## src/rtl/branch_target_predictor_pkg.sv

```systemverilog
// Shared definitions for the branch target predictor: direction counter encodings.
// Optional statistics counters are enabled with the BTB_STATS_EN macro.
package branch_target_predictor_pkg;

    localparam logic [1:0] CTR_SNT = 2'd0;
    localparam logic [1:0] CTR_WNT = 2'd1;
    localparam logic [1:0] CTR_WT  = 2'd2;
    localparam logic [1:0] CTR_ST  = 2'd3;

    localparam int STAT_W = 16;

    // Upper half of the counter range means "predict taken".
    function automatic logic ctr_is_taken(input logic [1:0] ctr);
        return ctr[1];
    endfunction

endpackage

```

## src/rtl/branch_target_predictor_sat_counter2.sv

```systemverilog
// 2-bit saturating up/down counter, combinational next-state only.
module branch_target_predictor_sat_counter2
    import branch_target_predictor_pkg::*;
(
    input  logic [1:0] ctr,
    input  logic       inc,
    output logic [1:0] ctr_next
);

    always_comb begin
        ctr_next = ctr;
        if (inc) begin
            if (ctr != CTR_ST) ctr_next = ctr + 2'd1;
        end else begin
            if (ctr != CTR_SNT) ctr_next = ctr - 2'd1;
        end
    end

endmodule

```

## src/rtl/branch_target_predictor.sv

```systemverilog
// Direct-mapped BTB with per-entry 2-bit direction counters; combinational lookup,
// synchronous training. Define BTB_STATS_EN to add lookup/mispredict statistics.
module branch_target_predictor
    import branch_target_predictor_pkg::*;
#(
    parameter int WORD_SIZE  = 16,
    parameter int INDEX_BITS = 4
) (
    input  logic                 clk,
    input  logic                 reset_n,
    input  logic [WORD_SIZE-1:0] if_pc,
    output logic [WORD_SIZE-1:0] pred_pc,
    output logic                 pred_hit,
    output logic                 pred_taken,
    input  logic                 upd_valid,
    input  logic [WORD_SIZE-1:0] upd_pc,
    input  logic                 upd_taken,
    input  logic [WORD_SIZE-1:0] upd_target,
    input  logic                 flush
`ifdef BTB_STATS_EN
    ,
    output logic [STAT_W-1:0]    stat_lookups,
    output logic [STAT_W-1:0]    stat_mispredicts
`endif
);

    localparam int ENTRIES = 1 << INDEX_BITS;
    localparam int TAG_W   = WORD_SIZE - INDEX_BITS;

    logic [ENTRIES-1:0]   valid_vec;
    logic [TAG_W-1:0]     tag_arr    [ENTRIES];
    logic [WORD_SIZE-1:0] target_arr [ENTRIES];
    logic [1:0]           ctr_arr    [ENTRIES];

    logic [INDEX_BITS-1:0] lk_idx, upd_idx;
    logic [TAG_W-1:0]      lk_tag, upd_tag;

    assign lk_idx  = if_pc[INDEX_BITS-1:0];
    assign lk_tag  = if_pc[WORD_SIZE-1:INDEX_BITS];
    assign upd_idx = upd_pc[INDEX_BITS-1:0];
    assign upd_tag = upd_pc[WORD_SIZE-1:INDEX_BITS];

    // Lookup reads the registered state only, so a same-cycle update is not bypassed.
    assign pred_hit   = valid_vec[lk_idx] && (tag_arr[lk_idx] == lk_tag);
    assign pred_taken = pred_hit && ctr_is_taken(ctr_arr[lk_idx]);
    assign pred_pc    = pred_taken ? target_arr[lk_idx] : if_pc + WORD_SIZE'(1);

    genvar gi;
    generate
        for (gi = 0; gi < ENTRIES; gi++) begin : g_entry
            logic                 valid_reg;
            logic [TAG_W-1:0]     tag_reg;
            logic [WORD_SIZE-1:0] target_reg;
            logic [1:0]           ctr_reg;
            logic [1:0]           ctr_next;
            logic                 sel, match;

            assign sel   = upd_valid && (upd_idx == INDEX_BITS'(gi));
            assign match = valid_reg && (tag_reg == upd_tag);

            branch_target_predictor_sat_counter2 u_ctr (
                .ctr      (ctr_reg),
                .inc      (upd_taken),
                .ctr_next (ctr_next)
            );

            always_ff @(posedge clk or negedge reset_n) begin
                if (!reset_n) begin
                    valid_reg  <= 1'b0;
                    tag_reg    <= '0;
                    target_reg <= '0;
                    ctr_reg    <= CTR_WNT;
                end else if (flush) begin
                    valid_reg <= 1'b0;
                    ctr_reg   <= CTR_WNT;
                end else if (sel) begin
                    if (match) begin
                        ctr_reg <= ctr_next;
                        if (upd_taken) target_reg <= upd_target;
                    end else if (upd_taken) begin
                        valid_reg  <= 1'b1;
                        tag_reg    <= upd_tag;
                        target_reg <= upd_target;
                        ctr_reg    <= CTR_WT;
                    end
                end
            end

            assign valid_vec[gi]  = valid_reg;
            assign tag_arr[gi]    = tag_reg;
            assign target_arr[gi] = target_reg;
            assign ctr_arr[gi]    = ctr_reg;
        end
    endgenerate

`ifdef BTB_STATS_EN
    logic [STAT_W-1:0]    stat_lookups_reg, stat_mispredicts_reg;
    logic                 upd_hit, upd_pred_taken, mispredict;
    logic [WORD_SIZE-1:0] upd_pred_target;

    // What the table would have predicted for upd_pc just before this edge.
    assign upd_hit         = valid_vec[upd_idx] && (tag_arr[upd_idx] == upd_tag);
    assign upd_pred_taken  = upd_hit && ctr_is_taken(ctr_arr[upd_idx]);
    assign upd_pred_target = target_arr[upd_idx];
    assign mispredict      = (upd_pred_taken != upd_taken) ||
                             (upd_taken && (upd_pred_target != upd_target));

    always_ff @(posedge clk or negedge reset_n) begin
        if (!reset_n) begin
            stat_lookups_reg     <= '0;
            stat_mispredicts_reg <= '0;
        end else if (flush) begin
            stat_lookups_reg     <= '0;
            stat_mispredicts_reg <= '0;
        end else if (upd_valid) begin
            if (stat_lookups_reg != '1)
                stat_lookups_reg <= stat_lookups_reg + STAT_W'(1);
            if (mispredict && (stat_mispredicts_reg != '1))
                stat_mispredicts_reg <= stat_mispredicts_reg + STAT_W'(1);
        end
    end

    assign stat_lookups     = stat_lookups_reg;
    assign stat_mispredicts = stat_mispredicts_reg;
`endif

endmodule

```

## config.mk

```make
export PLATFORM = sky130hd
export DESIGN_NAME = branch_target_predictor
export DESIGN_NICKNAME = d
export VERILOG_FILES = /design/src/rtl/branch_target_predictor_pkg.sv /design/src/rtl/branch_target_predictor_sat_counter2.sv /design/src/rtl/branch_target_predictor.sv
export SDC_FILE = /design/constraint.sdc
export NUM_CORES = 1
export LEC_CHECK = 0
export ABC_AREA = 0
export CORE_ASPECT_RATIO = 1.1
export CORE_MARGIN = 2
export CORE_UTILIZATION = 24
export CTS_CLUSTER_SIZE = 20
export DETAILED_ROUTE_END_ITERATION = 12
export DONT_BUFFER_PORTS = 1
export SYNTH_ARGS = -nofsm -noshare
export SYNTH_HDL_FRONTEND = slang
export SYNTH_SLANG_ARGS = --single-unit
export TNS_END_PERCENT = 5
```

## constraint.sdc

```tcl
create_clock -name clk -period 4.1 [get_ports clk]
set_input_delay 0.41 -clock clk [delete_from_list [all_inputs] [get_ports clk]]
set_output_delay 0.41 -clock clk [all_outputs]
set_load 0.05 [all_outputs]
```

# Yosys cells after proc, flatten, opt, wreduce, memory -nomap -nowiden
# Cells that the tools add are included.
dict set report op_classes {
  mux 158
  n_reduce_logical 164
  order_cmp 2
  n_eq_ne 80
  bitwise 18
  addsub 33
}
# operator count
set ops {}
lappend ops {{12-bit == test} 17}
lappend ops {{2-bit 2-to-1 mux} 99}
lappend ops {{4-bit AND reduction} 32}
lappend ops {{3-bit AND reduction} 32}
lappend ops {{3-bit nonzero test} 32}
lappend ops {{2-bit nonzero test} 33}
lappend ops {{16-bit binary-select mux with 4-bit select} 1}
lappend ops {{2-bit inequality test (second input constant)} 32}
lappend ops {{4-bit by 3-bit inequality test with 1-bit output (second input constant)} 16}
lappend ops {{1-bit 2-to-1 mux} 50}
lappend ops {{12-bit binary-select mux with 4-bit select} 1}
lappend ops {{16-bit 2-to-1 mux} 3}
lappend ops {{1-bit logical AND} 34}
lappend ops {{2-bit by 1-bit adder with 2-bit output (second input constant)} 16}
lappend ops {{4-bit == test (second input constant)} 8}
lappend ops {{2-bit by 1-bit subtractor with 2-bit output (second input constant)} 16}
lappend ops {{12-bit 2-to-1 mux} 2}
lappend ops {{1-bit inverter} 17}
lappend ops {{16-bit by 1-bit adder with 16-bit output (second input constant)} 1}
lappend ops {{4-bit by 3-bit == test with 1-bit output (second input constant)} 4}
lappend ops {{2-bit binary-select mux with 4-bit select} 1}
lappend ops {{4-bit by 2-bit == test with 1-bit output (second input constant)} 2}
lappend ops {{5-bit greater-or-equal comparator (second input constant)} 1}
lappend ops {{4-bit by 5-bit < comparator with 1-bit output (second input constant)} 1}
lappend ops {{4 further kinds} 4}
dict set report word_totals {
  out_inout_bits 18
  register_bits 496
  inputBits 53
}

# Longest topological paths before layout
dict set report logic_depth {
  depth_word 8
  mapped_depth 14
}

# Hierarchy
# A second synthesis with hierarchy kept.
dict set report unflattened {
  hier_cells 1897
  hier_area_um2 25977.4
}
# module instances area_each_um2 seq_area_each_um2 cells_per_inst
set by_module_without_submodules {}
lappend by_module_without_submodules {branch_target_predictor 1 25557.0 12431.9 1849}
lappend by_module_without_submodules {branch_target_predictor_sat_counter2 16 26.3 0.0 3}

# Worst setup path after synthesis
# OpenSTA, ideal clock, no wires.
dict set report synth_timing {
  kind {input port to output port}
  from {in if_pc[1]}
  to {out pred_pc[0]}
  arrival_time_ns 3.319
  cell_stages 10
  t_required_ns 3.690
  path_buffers 3
  setup_slack_ns 0.371
  cell_sequence {buf_6 -> mux4_1 -> mux4_2 -> xor2_1 -> nor2_1 -> and4_1 -> and4_1 -> buf_6 -> buf_12 -> mux2i_1}
}
dict set report synth_via {
  elab_chain_cells 8
  word_cells_on_any_way 16
}
# item line_no
set synth_rtl {}
lappend synth_rtl {{start, declared} branch_target_predictor.sv:11} ;# input logic [WORD_SIZE-1:0] if_pc,
lappend synth_rtl {{4-bit inverter with 5-bit output (not written as such)} {branch_target_predictor.sv:44, branch_target_predictor.sv:45}}
lappend synth_rtl {{12-bit binary-select mux with 4-bit select} branch_target_predictor.sv:44} ;# assign pred_hit = valid_vec[lk_idx] && (tag_arr[lk_idx] == lk_tag);
lappend synth_rtl {{12-bit 2-to-1 mux (not written as such) (2 in a row)} branch_target_predictor.sv:44}
lappend synth_rtl {{12-bit == test} branch_target_predictor.sv:44}
lappend synth_rtl {{1-bit logical AND} branch_target_predictor.sv:44}
lappend synth_rtl {{1-bit logical AND *} branch_target_predictor.sv:45} ;# assign pred_taken = pred_hit && ctr_is_taken(ctr_arr[lk_idx]);
lappend synth_rtl {{via pred_taken} branch_target_predictor.sv:14} ;# output logic pred_taken,
lappend synth_rtl {{16-bit 2-to-1 mux *} branch_target_predictor.sv:46} ;# assign pred_pc = pred_taken ? target_arr[lk_idx] : if_pc + WORD_SIZE'(1);
lappend synth_rtl {{end, declared} branch_target_predictor.sv:12} ;# output logic [WORD_SIZE-1:0] pred_pc,
# Mark *: on every way through the listed nets, which the timed path passes. The rest lies on a longest branch. The select of a mux whose other input is x is not followed.

# Worst setup path in the final report
dict set report layout_timing {
  from {reg g_entry[1].tag_reg[10]}
  to {out pred_pc[5]}
}
dict set report layout_via {
  elab_chain_cells 7
}
# item line_no
set layout_rtl {}
lappend layout_rtl {{start, declared} branch_target_predictor.sv:52} ;# logic [TAG_W-1:0] tag_reg;
lappend layout_rtl {{start signal, assigned} branch_target_predictor.sv:82} ;# tag_reg <= upd_tag;
lappend layout_rtl {{12-bit binary-select mux with 4-bit select} branch_target_predictor.sv:44}
lappend layout_rtl {{12-bit 2-to-1 mux (not written as such) (2 in a row)} branch_target_predictor.sv:44}
lappend layout_rtl {{12-bit == test} branch_target_predictor.sv:44}
lappend layout_rtl {{1-bit logical AND} branch_target_predictor.sv:44}
lappend layout_rtl {{1-bit logical AND} branch_target_predictor.sv:45}
lappend layout_rtl {{16-bit 2-to-1 mux} branch_target_predictor.sv:46}
# No other way between the ends. The select of a mux whose other input is x is not followed.

==> impl_metrics.py <==
metrics = {
    "floorplan": {
        "coreArea_mm2": 0.109,
        "start_util": 0.242,
        "die_w_um": 319,
        "rows": 127,
        "top_level_ports": 71,
        "die_area_mm2": 0.112,
        "die_h_um": 351,
    },
    "layout": {
        "layout-drive-gt1-share": 0.369,
        "antennaDiodeCount": 0,
        "area_growth_pct": 12.4,
        "finish.utilization": 0.272,
        "nNetsFinal": 1992,
        "largest_reg_flops": 256,
        "final_cell_count_no_fill": 3395,
        "fillCellCount": 11300,
    },
    "yosys": {
        "synthArstFlopShare": 1.00,
        "postSynthCellCount": 1978,
        "ys_seq_area_frac": 0.474,
        "netlist_area_mm2": 0.0263,
        "synth_edf_count": 0,
        "yosysTopAreaCell": "dfrtp_1",
        "postSynthAreaPerCell_um2": 13.3,
        "ys_top_cells_by_area": "dfrtp_1 (46%), mux2_2 (20%), mux4_2 (9.3%)",
        "ys.flop_type": "dfrtp_1",
        "synth_nets": 2032,
        "yosysWarnings": 0,
        "synth.distinct_cells": 56,
        "synth_top_area_share": 0.458,
        "synth-seq-cells": 496,
        "yosysMostFrequentCell": "dfrtp_1",
        "synthTopCellsByCount": "dfrtp_1 (480), mux2_2 (466), xnor2_1 (196)",
    },
    "clock_tree": {
        "cts_root_buf": "clkbuf_16",
        "path_clk_slew_ns": 0.06,
        "cts.sinks": 496,
        "ctsLongestPathBuffers": 3,
        "cts_tree": "yes",
        "insertion_delay_ns": 0.62,
        "cts_setup_buffers": 0,
        "htreeDepth": 2,
        "cts_hold_buf": 32,
        "cts_buffers": 50,
    },
    "sta": {
        "skew_ns": 0.0194,
        "clock.fmax_mhz": 250,
        "drv_slew": 353,
        "worst_slew_pin_slew_ns": 2.52,
        "finalWorstSetupSlack_ns": 0.0954,
        "setup_viol": 0,
        "min_period_ns": 4.00,
        "fin_hold_ws_ns": -0.428,
        "relSlewSlack": -0.680,
        "period_share": 0.977,
        "tns_ns": 0,
        "hold_viol_final": 237,
        "rsz0062_at_grt": "false",
    },
    "worst_setup_path": {
        "rrSetupSlack_ns": 1.29,
        "crit_fanout": 12,
        "cp.arrival_ns": 3.59,
        "startpoint_type": "flop",
        "critPathRequiredTime_ns": 3.69,
        "critPathKind": "reg -> out",
        "worstSetupEndpointType": "primary output",
    },
    "placed_design": {
        "dpl.cell_count": 3273,
        "routabilityCongestion": 0.928,
        "dp_slack_ns": 0.436,
        "io_buffers": 0,
        "dp_hpwl_um": 48200,
    },
    "run_status": {
        "violations": "hold timing, slew limit",
        "status": "complete, but fails checks",
    },
    "global_route": {
        "use_met2": 0.224,
        "antenna_found_initial": 6,
        "grt_pass1_wl_um": 119000,
        "grt_overflow": 0,
        "met3_usage": 0.0344,
        "grt.busiest_layer": "met2",
        "grt_max_degree": 497,
        "grt_pass1_vias": 17200,
        "grt_util_met1": 0.195,
        "grt_usage": 0.143,
    },
    "drt": {
        "drtIter0Drc": 1643,
        "drc": 0,
        "vias": 16800,
        "drtPass1Iterations": 5,
        "wl_per_cell_um": 23.8,
        "ant_nets": 0,
        "drt-total-wl_um": 80700,
        "vias_per_cell": 4.95,
    },
    "power_and_ir_drop": {
        "ir_drop_mv": 0.269,
        "p_leak_uw": 0.0125,
        "powerDensity_mw_per_mm2": 422,
    },
    "worst_hold_path": {
        "hold_path_class": "in -> async",
    },
    "flow_run": {
        "drv_cap": 0,
    },
}
-- through the flow --
stage / power, uW / area (um^2)
floorplan: 7500 / 26300
global placement: 7740 / 27600
detailed placement: 7780 / 27600
CTS: 12500 / 29500
global route: 13000 / 29500
finish: 12400 / 29500
-- cells by family after synthesis --
| family | after synthesis | synth area share |
|---|---|---|
| AO/OA/AOI/OAI | 179 | 0.0444 |
| XOR/XNOR | 217 | 0.0724 |
| adder cells (fa/ha/maj) | 1 | 0.000477 |
| buffers and inverters | 185 | 0.0337 |
| flip-flops | 496 | 0.474 |
| multiplexers | 629 | 0.325 |
| AND/OR/NAND/NOR | 271 | 0.0501 |
-- final timing paths --
check	startpoint	end	depth (start not counted)
setup / recovery	g_entry[1].tag_reg[10]	pred_pc[5]	9
hold reg to reg	g_entry[8].ctr_reg[0]	g_entry[8].ctr_reg[0]	2
min in group clk	upd_taken	g_entry[15].ctr_reg[1]	2
max in group asynchronous	reset_n	g_entry[15].tag_reg[7]	0
setup reg to reg	g_entry[11].tag_reg[6]	g_entry[11].tag_reg[1]	5
hold / removal	reset_n	g_entry[14].target_reg[12]	0
-- cell type report --
type / instances / area (um^2) / area share
Multi-Input combinational cell: 1297 / 13000 / 0.441
Sequential cell: 496 / 12400 / 0.421
Timing Repair Buffer: 66 / 589 / 0.0200
Clock buffer: 78 / 1490 / 0.0504
Tap cell: 1419 / 1780 / 0.0602
Clock inverter: 12 / 120 / 0.00407
Inverter: 27 / 101 / 0.00343
-- where the power goes --
group	internal, uW	switching [uW]	total, uW	leakage [uW]
logic	1130	734	1870	0.00515
registers	5520	442	5960	0.00655
clock network	2610	2010	4620	0.000791
-- metal layers --
| metal | part of all wire | up-vias |
|---|---|---|
| met1 | 0.43 | 8908 |
| met5 | 0.00084 | - |
| li1 | - | 7173 |
| met3 | 0.083 | 120 |
| met2 | 0.45 | 601 |
| met4 | 0.029 | 10 |
-- layout by cell type, fill, tap and decap left out, drive strengths merged, types with 2 or more instances in the layout --
master,netlist,layout
buf,66,35
xor2,21,21
o31ai,10,10
o22ai,14,14
and4,3,3
mux2,474,474
a221o,8,8
a21o,18,18
a22oi,3,3
nor2,44,44
bufinv,0,2
a21oi,37,37
and3,4,4
clkinv,0,7
dlygate4sd3,0,31
a221oi,4,4
nor2b,9,9
nor3,24,24
nand4,39,39
inv,27,29
a22o,5,5
dfrtp,480,480
mux4,125,125
xnor2,196,196
nor4,12,12
o221ai,5,5
nand2b,8,8
dfstp,16,16
o21a,4,4
o21ai,53,53
or3,2,2
nand3,37,37
a311oi,2,2
and2,2,2
nand2,83,83
a311o,4,4
mux2i,30,30
clkbuf,92,78
a31oi,7,7
-- worst max-delay path, cell delays in order (launching register included) --
cell	delay [ns]
dfrtp_1	0.40
mux4_1	0.53
nor2b_1	0.16
nor3_1	0.20
a311oi_1	0.10
a2111oi_2	0.28
and4_1	0.26
and4_2	0.30
buf_6	0.23
mux2_2	0.49
-- timing repair --
item,in CTS,in global routing
hold endpoints to repair,971,481
gates resized for setup,3,1
endpoints found under the setup margin,11,8
Note: power is estimated with default switching activity, not from simulation.
